### src/rtl/conv33_window_sched.sv
// 3x3 stride-1 window sequencer: walks window top-left positions in raster
// order, one outstanding window at a time, with start/done handshaking.
module conv33_window_sched #(
   parameter int IMG_W  = 28,
   parameter int IMG_H  = 28,
   parameter int ADDR_W = 10,
   parameter int CNT_W  = 10
) (
   input  logic              clk,
   input  logic              rst,
   input  logic              start,
   input  logic              abort,
   output logic              busy,
   output logic              done,
   input  logic              dn_ready,
   output logic              win_start,
   input  logic              win_done,
   output logic [ADDR_W-1:0] win_row,
   output logic [ADDR_W-1:0] win_col,
   output logic [ADDR_W-1:0] win_base,
   output logic [CNT_W-1:0]  win_count
);

   typedef enum logic [1:0] {IDLE, ISSUE, WAIT, FIN} state_t;

   localparam logic [ADDR_W-1:0] COL_LAST = ADDR_W'(IMG_W - 3);
   localparam logic [ADDR_W-1:0] ROW_LAST = ADDR_W'(IMG_H - 3);

   state_t state;
   state_t state_nxt;
   logic   is_last;
   logic   load;
   logic   advance;

   assign is_last = (win_row == ROW_LAST) && (win_col == COL_LAST);
   assign load    = (state == IDLE) && start && !abort;
   assign advance = (state == WAIT) && win_done && !abort;

   always_ff @(posedge clk or posedge rst) begin
      if (rst) state <= IDLE;
      else     state <= state_nxt;
   end

   always_comb begin
      state_nxt = state;
      if (abort) begin
         state_nxt = IDLE;
      end else begin
         unique case (state)
            IDLE:  if (start) state_nxt = ISSUE;
            ISSUE: if (dn_ready) state_nxt = WAIT;
            WAIT:  if (win_done) state_nxt = is_last ? FIN : ISSUE;
            FIN:   state_nxt = IDLE;
            default: state_nxt = IDLE;
         endcase
      end
   end

   always_comb begin
      busy      = (state != IDLE);
      done      = (state == FIN);
      win_start = (state == ISSUE) && dn_ready;
   end

   // Row wrap adds 3: (r, W-3) -> (r+1, 0) is exactly three pixels on.
   always_ff @(posedge clk or posedge rst) begin
      if (rst) begin
         win_row   <= '0;
         win_col   <= '0;
         win_base  <= '0;
         win_count <= '0;
      end else if (load) begin
         win_row   <= '0;
         win_col   <= '0;
         win_base  <= '0;
         win_count <= '0;
      end else if (advance) begin
         win_count <= win_count + CNT_W'(1);
         if (!is_last) begin
            if (win_col != COL_LAST) begin
               win_col  <= win_col + ADDR_W'(1);
               win_base <= win_base + ADDR_W'(1);
            end else begin
               win_col  <= '0;
               win_row  <= win_row + ADDR_W'(1);
               win_base <= win_base + ADDR_W'(3);
            end
         end
      end
   end

endmodule

### config.mk
export PLATFORM = sky130hd
export DESIGN_NAME = conv33_window_sched
export DESIGN_NICKNAME = d
export VERILOG_FILES = /design/src/rtl/conv33_window_sched.sv
export SDC_FILE = /design/constraint.sdc
export NUM_CORES = 1
export LEC_CHECK = 0
export CORE_AREA = 2 2 78 80
export DETAILED_ROUTE_END_ITERATION = 10
export DIE_AREA = 0 0 80 82
export PLACE_DENSITY = 0.77
export RECOVER_POWER = 100
export SYNTH_ARGS = -nofsm -noshare
export SYNTH_HDL_FRONTEND = slang
export SYNTH_SLANG_ARGS = --single-unit
### constraint.sdc
create_clock -name clk -period 3 [get_ports clk]
set_input_delay 0.45 -clock clk [delete_from_list [all_inputs] [get_ports clk]]
set_output_delay 0.45 -clock clk [all_outputs]
set_load 0.02 [all_outputs]
==> results of run 1 <==
metrics by stage:
step	worst slack [ns]	power [mW]	utilization, %	hold WS [ns]	std cells
after global routing	0.341	1.04	53.2	0.568	381
final	0.447	0.996	53.2	0.530	381
after detailed placement	0.442	0.665	52.6	0.525	374
after global placement	0.502	0.663	52.6	0.513	374
after floorplan	0.569	0.631	-	0.513	258
after CTS	0.720	1.01	53.9	0.542	381
routing by layer:
layer | part of all wire (%) | GRT usage [%]
met1 | 46 | 25.1
met2 | 47 | 29.2
met3 | 4.7 | 3.96
met4 | 1.7 | 6.44
met5 | 0 | 0
power by group through the flow:
stage	clock (mW)	sequential (mW)	combinational [mW]
floorplan	0	0.589	0.0417
global placement	0	0.588	0.0748
detailed placement	0	0.588	0.0765
CTS	0.359	0.577	0.0768
global route	0.383	0.578	0.0797
finish	0.349	0.577	0.0707
kinds of logic after synthesis:
group / Yosys count / synth area share [%]
AOI/OAI and AO/OA: 57 / 14.8
buffers and inverters: 19 / 3.75
and+or+nand+nor: 115 / 28.2
DFF: 42 / 42.6
adders and majority gates: 7 / 3.85
xor gates and xnor gates: 9 / 3.19
muxes: 9 / 3.65
state kept, by name (all words and copies together) (netlist names):
register / flops
win_col: 10
win_count: 10
win_row: 10
state: 2
win_base: 10
cell usage in the layout (no fill, tap or decap), types with 2 or more instances in the layout:
| cell type | synthesis | final |
|---|---|---|
| dlygate4sd3_1 | 0 | 46 |
| dfrtp_1 | 42 | 42 |
| nand2_1 | 29 | 29 |
| a21oi_1 | 20 | 20 |
| nor2_1 | 15 | 15 |
| nand4_1 | 11 | 13 |
| o21ai_0 | 10 | 10 |
| nand3_1 | 9 | 9 |
| o31ai_1 | 8 | 9 |
| mux2i_1 | 9 | 9 |
| and2_1 | 8 | 8 |
| or4_1 | 7 | 7 |
| xor2_1 | 7 | 7 |
| inv_1 | 6 | 6 |
| or3_1 | 6 | 6 |
| ha_1 | 6 | 6 |
| nand2b_1 | 5 | 5 |
| clkbuf_8 | 0 | 5 |
| nor3_1 | 4 | 4 |
| and4_1 | 4 | 4 |
| o211ai_1 | 4 | 4 |
| clkbuf_1 | 3 | 4 |
| a211oi_1 | 3 | 3 |
| buf_4 | 1 | 3 |
| nor3b_2 | 1 | 2 |
| a31oi_1 | 2 | 2 |
| a31o_2 | 2 | 2 |
| xnor2_1 | 2 | 2 |
| and3_1 | 2 | 2 |
| clkdlybuf4s50_1 | 0 | 2 |
worst max-delay path: stages:
cell	delay (ns)
dlygate4sd3_1	0.61
and4bb_4	0.57
nand4_1	0.30
or4_2	0.69
a21oi_2	0.15
cell type report:
class	instances	area, sq um	area share, %
clock buffer	7	76.3	2.50
inverter	6	22.5	0.737
multi-input combinational	197	1290	42.4
sequential	42	1050	34.4
tap	75	93.8	3.07
timing repair buffer	54	515	16.9
worst min-delay path by stage:
stage / end / slack [ns]
final: win_base[5] / 0.53
after global routing: win_base[5] / 0.57
after CTS: win_base[5] / 0.54
after detailed placement: win_base[5] / 0.52
after global placement: win_base[5] / 0.51
after floorplan: state[0] / 0.51
==> metrics.md, run 1 <==
| Metric | Value |
|---|---|
| Grt total ovfl | 0 |
| Via count | between 2000 and 2500 |
| Post-CTS sizing | 0 |
| EDFF count, synth | 0 |
| Initial antenna violation count | 0 |
| Area contributors post-synth | dfrtp_1 (43%), nand2_1 (4.4%), a21oi_1 (4.1%) |
| Clk_lat worst skew | approximately 0.29 ns |
| P_int | around 0.76 mW |
| Post-route ant nets | 0 |
| Tmin final | 2.55 ns |
| NetSw | about 0.24 mW |
| Number of max-cap violations | 0 |
| Crit path arrival time | 2.78 ns |
| Clock sink total | 42 |
| Clock root cell | clkbuf_8 |
| N_diodes | 0 |
| Top FF cell, synth | dfrtp_1 |
| Routed wire length | 5550 um |
| Register area share after synthesis | a little over two fifths |
| Synth Instances | ~260 |
| Peak VDD IR | between 0.15 and 0.2 mV |
| Worst r2r path cells | 10 |
| TritonCTS clock tree | yes |
| Mean Syn Cell Area | 9.57 sq um |
| Hold Path Class | flip-flop to flip-flop |
| Vias in the first global route | between 1500 and 2000 |
| DR pass1 iterations | 4 |
| Max H-tree Level | 2 |
| Final Wtd Congestion | approximately 0.8 |
| R2R Path End | win_base[8] |
| Clk network pwr share | between 30% and 40% |
| RR Startpoint | win_col[1] |
| Max Freq | 392 MHz |
| CORE AREA | 5750 sq um |
| End point of the critical path | win_row[9] |
| Fin Setup TNS | 0 ns |
| Most frequent cells after synthesis | dfrtp_1 (42), nand2_1 (29), a21oi_1 (20), nor2_1 (15), nand4_1 (11) |
| Initial core utilization | 43.0% |
| Syn Std Cell Area | 2470 sq um |
| Setup crit start | abort |
| Asr flop ratio synth | 100% |
| Fin area | around 3000 sq um |
| Area growth syn-to-layout | 23.7% |
| Yosys reg bits | between 40 and 50 |
| CP Data Required Time | roughly 3.2 ns |
| Status | completed |
| CP Class | input port to flip-flop |
| Worst slew pin tran | about 1.1 ns |
| Synth cell types | 53 |
| Layout Skew | approximately 0.0046 ns |
| R2r setup slk | roughly 0.58 ns |
| Vias per cell | between 5 and 6 |
| Final period util | a little under nine tenths |
| Worst setup SP type | input port |
| Die W | approximately 80 um |
| Share of cells above drive strength 1 | 6.86% |
| Share of the synthesized area in the top cell type | a little over two fifths |
| Clk buf depth | 2 |
| DR WL/cell | 14.6 um |
| Pin count of the biggest net entering global routing | 43 |
| Synth area leader | dfrtp_1 |
| Mapped Nets | roughly 270 |
| Die Y | 82 um |
| Combinational group share of total power | roughly 7.1% |
| Ports | 49 |
| Total GRT Usage | 18.5% |
| Synth warn | 0 |
| Clk slew on worst S/H paths | 0.08 ns |
| Switching Fraction | between 20% and 30% |
| Cell with the most instances after synthesis | dfrtp_1 |
| Final nets | 319 |
| Die ar. | 6560 sq um |
| Max_slew headroom | between 20% and 30% |
| Final hold vios | 0 |
| Fillers | between 500 and 600 |
| Hold depth | 1 |
| Hold_buf cts | 0 |
| Final Setup Violations | 0 |
| Unrepaired setup endpoints after global routing | false |
| Post-CTS Setup Bufs | 0 |
| Power density cells | 326 nW/um^2 |
| Crit Path Max Fanout | 24 |
| P_leak | between 1 and 1.5 nW |
| Port bufs | 48 |
| Register share of total power | around 58% |
| Cell Rows | 28 |
| Global-route wire length before repair | about 9600 um |
| Slew Limit Fails | 0 |
| 1st-iter DRT viols | 166 |
| DR DRC count | 0 |
| Critical path endpoint category | flip-flop |
| DP Area | slightly above 3000 sq um |
| Num CTS Buffers | 5 |
| Hold wc startpoint | win_base[5] |
| Final HPWL DP | between 3000 and 4000 um |
No activity file was read; power rests on OpenSTA's default activity.
==> inputs of run 2 (changes only) <==
Settings changed: CORE_AREA 2 2 78 80 to 2 2 91 93, DIE_AREA 0 0 80 82 to 0 0 93 95, PLACE_DENSITY 0.77 to 0.61.
==> run 2 against run 1 <==
Effect of this change:
- sequential cell count unchanged
- first-iteration DRC count down 63%
- maximum frequency increased by 3.9%
- global-route usage shrank 4.0 points
- final cell count increased by 8.1%
- wire length grew 7.9%
- non-clock buffer count is the same
- cell area increased by 3.4%
- combinational power up 1%
- power grew 22%
- register-to-register slack lost 0.03 ns
- largest power group unchanged
- count of clock-buffer cells in the layout shrank 1
==> metrics.md, run 2 (synthesized netlist as in run 1, its figures left out) <==
| Metric | Value |
|---|---|
| Routed wire length | 5990 um (was 5550 um) |
| Met3 WL | 202 um (was 263 um) |
| Power density cells | 384 nW/um^2 (was 326 nW/um^2) |
| Fin Setup TNS | 0 ns (unchanged) |
| Die W | 93 um (was 80 um) |
| Total GRT Usage | 14.4% (was 18.5%) |
| Hold_buf cts | 0 (unchanged) |
| Final HPWL DP | 4200 um (was 3870 um) |
| Commonest non-fill, non-tap cell in the layout | dlygate4sd3_1 (unchanged) |
| Peak VDD IR | 0.187 mV (about the same) |
| WL met2 | 2860 um (was 2630 um) |
| Max Freq | 407 MHz (was 392 MHz) |
| Top sig layer | met4 (unchanged) |
| Initial antenna violation count | 0 (unchanged) |
| Max H-tree Level | 2 (unchanged) |
| Number of max-cap violations | 0 (unchanged) |
| Clock sink total | 42 (unchanged) |
| Global-route wire length before repair | 10200 um (was 9620 um) |
| Fillers | 823 (was 554) |
| Final Wtd Congestion | 0.809 (was 0.823) |
| Max_slew headroom | 29.0% (was 29.9%) |
| Final period util | 81.9% (was 85.1%) |
| Clk slew on worst S/H paths | 0.09 ns (was 0.08 ns) |
| Vias in the first global route | 2064 (was 1999) |
| DR DRC count | 0 (unchanged) |
| DRT met1 WL | 2860 um (was 2560 um) |
| CORE AREA | 7930 sq um (was 5750 sq um) |
| Vias per cell | 5.21 (was 5.68) |
| Critical Path Slowest Stage Cell | dlygate4sd3_1 (was or4_2) |
| Register Area | 1050 sq um (unchanged) |
| Multi-input gate area | 1290 sq um (about the same) |
| Final Setup Violations | 0 (unchanged) |
| Crit path arrival time | 2.68 ns (was 2.78 ns) |
| Pin count of the biggest net entering global routing | 43 (unchanged) |
| Unrepaired setup endpoints after global routing | false (unchanged) |
| Tmin final | 2.46 ns (was 2.55 ns) |
| Share of cells above drive strength 1 | 7.49% (was 6.86%) |
| Cell Rows | 33 (was 28) |
| Die Y | 95 um (was 82 um) |
| Most frequent cells in the layout | dlygate4sd3_1 (46), dfrtp_1 (42), nand2_1 (29) (unchanged) |
| N_diodes | 0 (unchanged) |
| Clk_lat worst skew | 0.30 ns (was 0.29 ns) |
| Slew Limit Fails | 0 (unchanged) |
| Critical path buffers and inverters | 1 (unchanged) |
| Port bufs | 48 (unchanged) |
| TritonCTS clock tree | yes (unchanged) |
| P_leak | 1.43 nW (was 1.40 nW) |
| Status | completed (unchanged) |
| Hold Path Class | flip-flop to flip-flop (unchanged) |
| Final nets | 319 (unchanged) |
| Top cell family by delay on the critical path | simple AND/OR/NAND/NOR gates (unchanged) |
| Die ar. | 8840 sq um (was 6560 sq um) |
| Num CTS Buffers | 5 (unchanged) |
| 1st-iter DRT viols | 62 (was 166) |
| Post-CTS sizing | 0 (unchanged) |
| Crit path cell chain | dlygate4sd3_1 > and4bb_4 > nand4_1 > or4_1 > a21oi_1 (was dlygate4sd3_1 > and4bb_4 > nand4_1 > or4_2 > a21oi_2) |
| Via count | 2147 (was 2165) |
| Grt total ovfl | 0 (unchanged) |
| Crit-path max cell delay | 0.61 ns (was 0.69 ns) |
| Clock root cell | clkbuf_8 (unchanged) |
| Final hold vios | 0 (unchanged) |
| Power consumption | 1.21 mW (was 0.996 mW) |
| CP Class | input port to flip-flop (unchanged) |
| Post-route ant nets | 0 (unchanged) |
| Crit Path Max Fanout | 24 (unchanged) |
| Worst slew pin tran | 1.06 ns (was 1.05 ns) |
| DR pass1 iterations | 5 (was 4) |
| Post-CTS Setup Bufs | 0 (unchanged) |
| Layout Skew | 0.00525 ns (was 0.00461 ns) |
| Ports | 49 (unchanged) |
| CP Data Required Time | 3.23 ns (about the same) |
| Area growth syn-to-layout | 27.9% (was 23.7%) |
| DR WL/cell | 14.5 um (was 14.6 um) |
| Clk buf depth | 2 (unchanged) |
| Worst setup SP type | input port (unchanged) |
| Initial core utilization | 31.1% (was 43.0%) |
| Critical path endpoint category | flip-flop (unchanged) |
run 2: per-layer routing:
| metal | GRT usage [%] | up-vias |
|---|---|---|
| met4 | 4.53 | 0 |
| li1 | - | 1055 |
| met2 | 23.7 | 45 |
| met1 | 19.3 | 1042 |
| met3 | 2.71 | 5 |
| met5 | 0 | - |
run 2: worst register-to-register path, stage by stage, from the launching register on:
cell,delay [ns]
dfrtp_1,0.43
inv_1,0.07
ha_1,0.14
nor3b_2,0.23
nand3_2,0.11
inv_1,0.09
clkbuf_1,0.42
fa_1,0.36
nand3_1,0.10
a211oi_1,0.24
mux2i_1,0.21
run 2: worst paths after layout:
kind	startpoint	to	slack [ns]	depth (start not counted)
max	abort	win_row[3]	0.54	5
max in group asynchronous	rst	state[1]	1.42	3
min in group asynchronous	rst	win_col[6]	0.94	3
max reg2reg	win_col[1]	win_base[8]	0.55	10
min	win_base[5]	win_base[5]	0.55	1
min reg2reg	win_base[5]	win_base[5]	0.55	1
run 2: final cells by class:
cell class | count | share of cell area, %
multi-input cells | 197 | 41.0
flip-flops and latches | 42 | 33.3
repair buffers | 54 | 16.3
well taps | 105 | 4.16
clock buffers | 6 | 2.62
clock inverters | 2 | 1.90
inverters | 6 | 0.713
run 2: metrics by stage:
stage / utilization [%] / setup WS (ns) / cell area, sq um / hold WS [ns] / instances
3_5_place_dp: 38.6 / 0.456 / 3060 / 0.546 / 404
6_report: 39.8 / 0.542 / 3160 / 0.549 / 412
5_1_grt: 39.8 / 0.304 / 3160 / 0.579 / 412
4_1_cts: 40.4 / 0.702 / 3200 / 0.557 / 412
3_3_place_gp: 38.6 / 0.490 / 3060 / 0.533 / 404
2_1_floorplan: - / 0.569 / 2470 / 0.513 / 258
run 2: power by group:
group	internal, mW	switching (mW)
sequential	0.570	0.00706
combinational	0.0259	0.0458
clock	0.355	0.208
==> RTL edit 1, RTL diff (flow settings as in run 2) <==
Encoding of `state_t`: now one-hot (4 bits for 4 states).
--- a/src/rtl/conv33_window_sched.sv
+++ b/src/rtl/conv33_window_sched.sv
@@ -21,7 +21,7 @@
    output logic [CNT_W-1:0]  win_count
 );
 
-   typedef enum logic [1:0] {IDLE, ISSUE, WAIT, FIN} state_t;
+   typedef enum logic [3:0] {IDLE = 4'b0001, ISSUE = 4'b0010, WAIT = 4'b0100, FIN = 4'b1000} state_t;
 
    localparam logic [ADDR_W-1:0] COL_LAST = ADDR_W'(IMG_W - 3);
    localparam logic [ADDR_W-1:0] ROW_LAST = ADDR_W'(IMG_H - 3);
Behaviour: same outputs for any inputs over 10 cycles, from zero or initial values and one cycle with rst high; not proved beyond that.
==> RTL edit 1 against run 2 <==
Critical endpoint is now win_count[0]$_DFFE_PP0P_; clock skew fell by 0.0026 ns; worst setup slack got worse by 0.12 ns; sequential cell count rose by 2; non-clock buffer count rose by 2; via count fell by 4.6%; area after synthesis fell by 2.7%; power fell by 13%; cell area fell by 2.8%; sequential share of layout area rose by 2.6 points; wire length fell by 1.1%.
==> RTL edit 1: results (changes against run 2) <==
[synthesis]
ys_async_sr_fraction_pct=100  ; unchanged
synthTopCellsByCount=dfrtp_1, nor2_1, nand3_1
synthTopCellsByArea=dfrtp_1, nor2_1, xnor2_1, nand3_1, ha_1
syn_inst=247  ; -4.3%
syn-num-nets=260  ; -4.1%
synth_cell_types=51  ; -3.8%
synth.yosys.seq_area_share_pct=45.9  ; +3.3 points

[timing]
tightest_slew_ns=1.27  ; +0.201 ns
finalClockSkew_ns=0.00269  ; -0.00256 ns

[final_layout]
drive_gt1_share_pct=5.96  ; -1.5 points
fin_cells=407  ; -1.2%
nets=314  ; -1.6%

[global_routing]
grt_pass1_vias=2035  ; -1.4%
grt_usage_pct=14.7  ; +0.27 points
grt_antenna_before_repair=0  ; unchanged
grt_max_degree=45  ; +4.7%
grt_pass1_wl_microns=10300  ; +1.6%

[clock_network]
postCtsSetupBuffers=0  ; unchanged
clk_path_buf_depth=2  ; unchanged
clk_latency_ns=0.30  ; about the same
clkTransAtPathRegs_ns=0.09  ; about the same
numCtsBuffers=5  ; unchanged

[worst_hold_path]
hold_depth=1  ; unchanged
min_path_type=register to register
hp-start=win_base[7]$_DFFE_PP0P_

[placed_design]
dp_slack_ns=0.438  ; -0.0186 ns
dpl.cell_count=399  ; -1.2%
dpl-instance-area_sq_um=3030  ; -0.86%
place_congestion=0.801  ; -1.0%
dpl.hpwl_microns=4290  ; +2.3%

[setup_path]
critPathLaunch=start
critPathMaxFanout=27  ; +13%
rr_worst_depth=11  ; +1
regToRegStartpoint=win_col[1]$_DFFE_PP0P_

[routing]
via_per_inst=5.03  ; -3.4%
wl_microns=5920  ; -1.1%
ant_nets=0  ; unchanged
drtIter0Drc=99  ; +60%
firstDrtPassIters=4  ; -1

[pwr]
leakagePower_nw=1.40  ; -1.7%
irDropWorstVdd_v=0.000192  ; +2.9%

[outcome]
status=complete, no violations

-- RTL edit 1: logic make-up after synthesis --
group	synth area share, %
muxes	1.67
AOI/OAI and AO/OA	10.2
xor gates and xnor gates	8.02
buffers and inverters	3.28
DFF	45.9
adders and majority gates	3.96
and+or+nand+nor	27.0
-- RTL edit 1: critical path, stage by stage --
cell and delay (ns):
dlygate4sd3_1 0.58, nand3b_1 0.12, nor4_1 0.25, clkbuf_1 0.97, nor2_1 0.16, nand2_1 0.12
o21ai_0 0.09
-- RTL edit 1: layout make-up --
class,instances,area [sq um]
multi-input combinational,186,1190
fill,824,4860
tap,105,131
inverter,8,30.0
sequential,44,1100
timing repair buffer,56,520
clock buffer,8,90.1
-- RTL edit 1: path summary, 6_finish.rpt --
check / endpoint / slack (ns)
worst max-delay path: win_count[0]$_DFFE_PP0P_ / 0.42
worst min-delay path: win_base[7]$_DFFE_PP0P_ / 0.53
worst max register to register: win_base[4]$_DFFE_PP0P_ / 0.54
worst min register to register: win_base[7]$_DFFE_PP0P_ / 0.53
max in group asynchronous: win_base[4]$_DFFE_PP0P_ / 1.38
min in group asynchronous: win_count[7]$_DFFE_PP0P_ / 0.94
-- RTL edit 1: power by group --
group / internal [mW] / switching (mW) / total [mW]
clock: 0.188 / 0.212 / 0.400
sequential: 0.596 / 0.00505 / 0.601
combinational: 0.0161 / 0.0395 / 0.0556
total: 0.801 / 0.256 / 1.06
-- RTL edit 1: per-stage QoR --
step | hold slack, ns | utilization [%]
2_1_floorplan | 0.539 | -
3_3_place_gp | 0.532 | 38.3
3_5_place_dp | 0.538 | 38.3
4_1_cts | 0.549 | 39.4
5_1_grt | 0.582 | 38.7
6_report | 0.535 | 38.7
-- RTL edit 1: layer usage --
metal	up-vias	global-route usage, %	routed length [microns]	part of all wire (%)
li1	1010	-	-	-
met1	994	20.7	2910	49
met2	39	23.2	2750	46
met3	6	3.19	196	3.3
met4	0	3.43	59	1.0
met5	-	0	0	0
==> RTL edit 2, RTL diff (flow settings as in run 2) <==
Without the edit above. The parameter `CNT_W` goes from 10 to 20.
--- a/src/rtl/conv33_window_sched.sv
+++ b/src/rtl/conv33_window_sched.sv
@@ -4,7 +4,7 @@
    parameter int IMG_W  = 28,
    parameter int IMG_H  = 28,
    parameter int ADDR_W = 10,
-   parameter int CNT_W  = 10
+   parameter int CNT_W  = 20
 ) (
    input  logic              clk,
    input  logic              rst,
Interface: changed (resized win_count); port bits go from 49 to 59. No check against the original RTL was run, so the function may have changed too.
==> RTL edit 2 against run 2 <==
Worst hold slack worse by 0.014 ns; area after synthesis up 15%; wire length up 19%; cell area up 15%; sequential cell count up 10; worst setup slack worse by 0.19 ns.
Power is not compared: it rests on default switching activity, and its combinational part moved more than twofold at a synthesized area within 25%.
==> RTL edit 2: results (changes against run 2) <==
[outcome]
status=complete, no violations

[clock_network]
numCtsBuffers=5  ; unchanged
htreeDepth=2  ; unchanged
cts_hold_buf=0  ; unchanged
cts_resized=0  ; unchanged
cts_root_buffer=clkbuf_8

[final_layout]
antennaDiodeCount=0  ; unchanged
nets=385  ; +21%
drive_gt1_share_pct=5.65  ; -1.8 points
largest_register_ffs=20
final.fill_count=809  ; -1.7%

[routing]
drtIter0Drc=97  ; +56%
wl_microns=7130  ; +19%
vias=2561  ; +19%
firstDrtPassIters=4  ; -1

[worst_hold_path]
min_to=win_row[8]$_DFFE_PP0P_
min_path_type=register to register
hp-start=win_row[8]$_DFFE_PP0P_

[setup_path]
critPathMaxFanout=7  ; -71%
critPathLaunch=win_col[1]$_DFFE_PP0P_
timing.rr.end=win_base[6]$_DFFE_PP0P_
rr_worst_depth=9  ; -1
cp.arrival_ns=2.89  ; +0.21 ns
rrSetupSlack_ns=0.35  ; -0.20 ns

[synthesis]
synth_cell_types=51  ; -3.8%
syn-num-nets=323  ; +19%
synthTopCellsByCount=dfrtp_1, nor2_1, o21ai_0
synthTopCellsByArea=dfrtp_1, o21ai_0, nor2_1, nand2_1, xnor2_1
synth.yosys.seq_area_share_pct=45.8  ; +3.2 points
synth_flop_cell=dfrtp_1

[timing]
hold_ws_ns=0.536  ; -0.0136 ns
finalClockSkew_ns=0.00855  ; +0.00330 ns
relSlewSlack_pct=29.6  ; +0.63 points

[global_routing]
grt_usage_pct=16.9  ; +2.4 points
grt_pass1_vias=2369  ; +15%
grt_max_degree=40  ; -7.0%
grt_pass1_wl_microns=12000  ; +18%

[placed_design]
place_congestion=0.794  ; -1.9%
dpl-instance-area_sq_um=3570  ; +17%
dpl.hpwl_microns=5100  ; +21%
port_buffers=58  ; +21%

==> RTL edit 2: changes by cell type after synthesis, moves of 5 or more <==
cell and change:
mux2i_1 -7, and2_1 -6, a21oi_1 -6, nand3_1 +8, o21ai_0 +18, inv_1 +5, xnor2_1 +9, nor2_1 +17
o31ai_1 -5, dfrtp_1 +10, nand2b_1 -5
==> RTL edit 2: kinds of logic (layout without fill, tap and decap cells) <==
kind of cell	count (synthesis)	in the layout	share of synthesized area (%)
fa+ha+maj	7	7	3.35
compound gates	70	70	15.5
mux	3	3	1.10
simple gates	134	134	24.4
xor+xnor	19	19	5.85
flops	52	52	45.8
buf+inv	25	87	4.00
==> RTL edit 2: area by class of cell <==
type | count | area, sq um | share of cell area (%)
multi-input cells | 233 | 1430 | 39.1
flip-flops and latches | 52 | 1300 | 35.7
repair buffers | 68 | 644 | 17.7
well taps | 105 | 131 | 3.60
clock buffers | 7 | 96.3 | 2.64
inverters | 12 | 45.0 | 1.24
==> RTL edit 2: power by group <==
group | switching [mW] | total, mW | leakage [nW] | internal (mW)
combinational | 0.196 | 0.333 | 0.846 | 0.138
sequential | 0.0852 | 0.835 | 0.711 | 0.749
clock | 0.223 | 0.430 | 0.0503 | 0.206
==> RTL edit 2: routing by layer <==
layer  GRT usage [%]  vias up  part of all wire [%]
met4            3.43        0                  0.42
li1                -     1243                     -
met1            24.5     1261                    48
met2            26.6       53                    48
met5               0        -                     0
met3            2.95        4                   3.6
==> RTL edit 2: critical path, stage by stage, from the launching register on <==
cell       delay (ns)
dfrtp_1          0.47
inv_1            0.09
ha_1             0.16
nand4bb_1        0.11
or4_1            0.50
inv_1            0.21
fa_1             0.27
o311ai_0         0.25
or4_1            0.46
nand2_1          0.08
==> RTL edit 2: how the worst max path moves through the flow <==
| stage | slack [ns] | cells after the start | endpoint |
|---|---|---|---|
| finish | 0.35 | 9 | win_base[6]$_DFFE_PP0P_ |
| global route | 0.17 | 9 | win_base[6]$_DFFE_PP0P_ |
| detailed placement | 0.37 | 7 | win_col[9]$_DFFE_PP0P_ |
| global placement | 0.43 | 7 | win_col[4]$_DFFE_PP0P_ |
| CTS | 0.50 | 10 | win_base[5]$_DFFE_PP0P_ |
| floorplan | 0.41 | 10 | win_base[6]$_DFFE_PP0P_ |
==> RTL edit 2: through the flow <==
| stage | std cells | util, % | setup WS, ns |
|---|---|---|---|
| final | 477 | 46.0 | 0.348 |
| after global routing | 477 | 46.0 | 0.173 |
| after CTS | 477 | 46.2 | 0.499 |
| after detailed placement | 470 | 45.0 | 0.374 |
| after global placement | 470 | 45.0 | 0.431 |
| after floorplan | 310 | - | 0.415 |
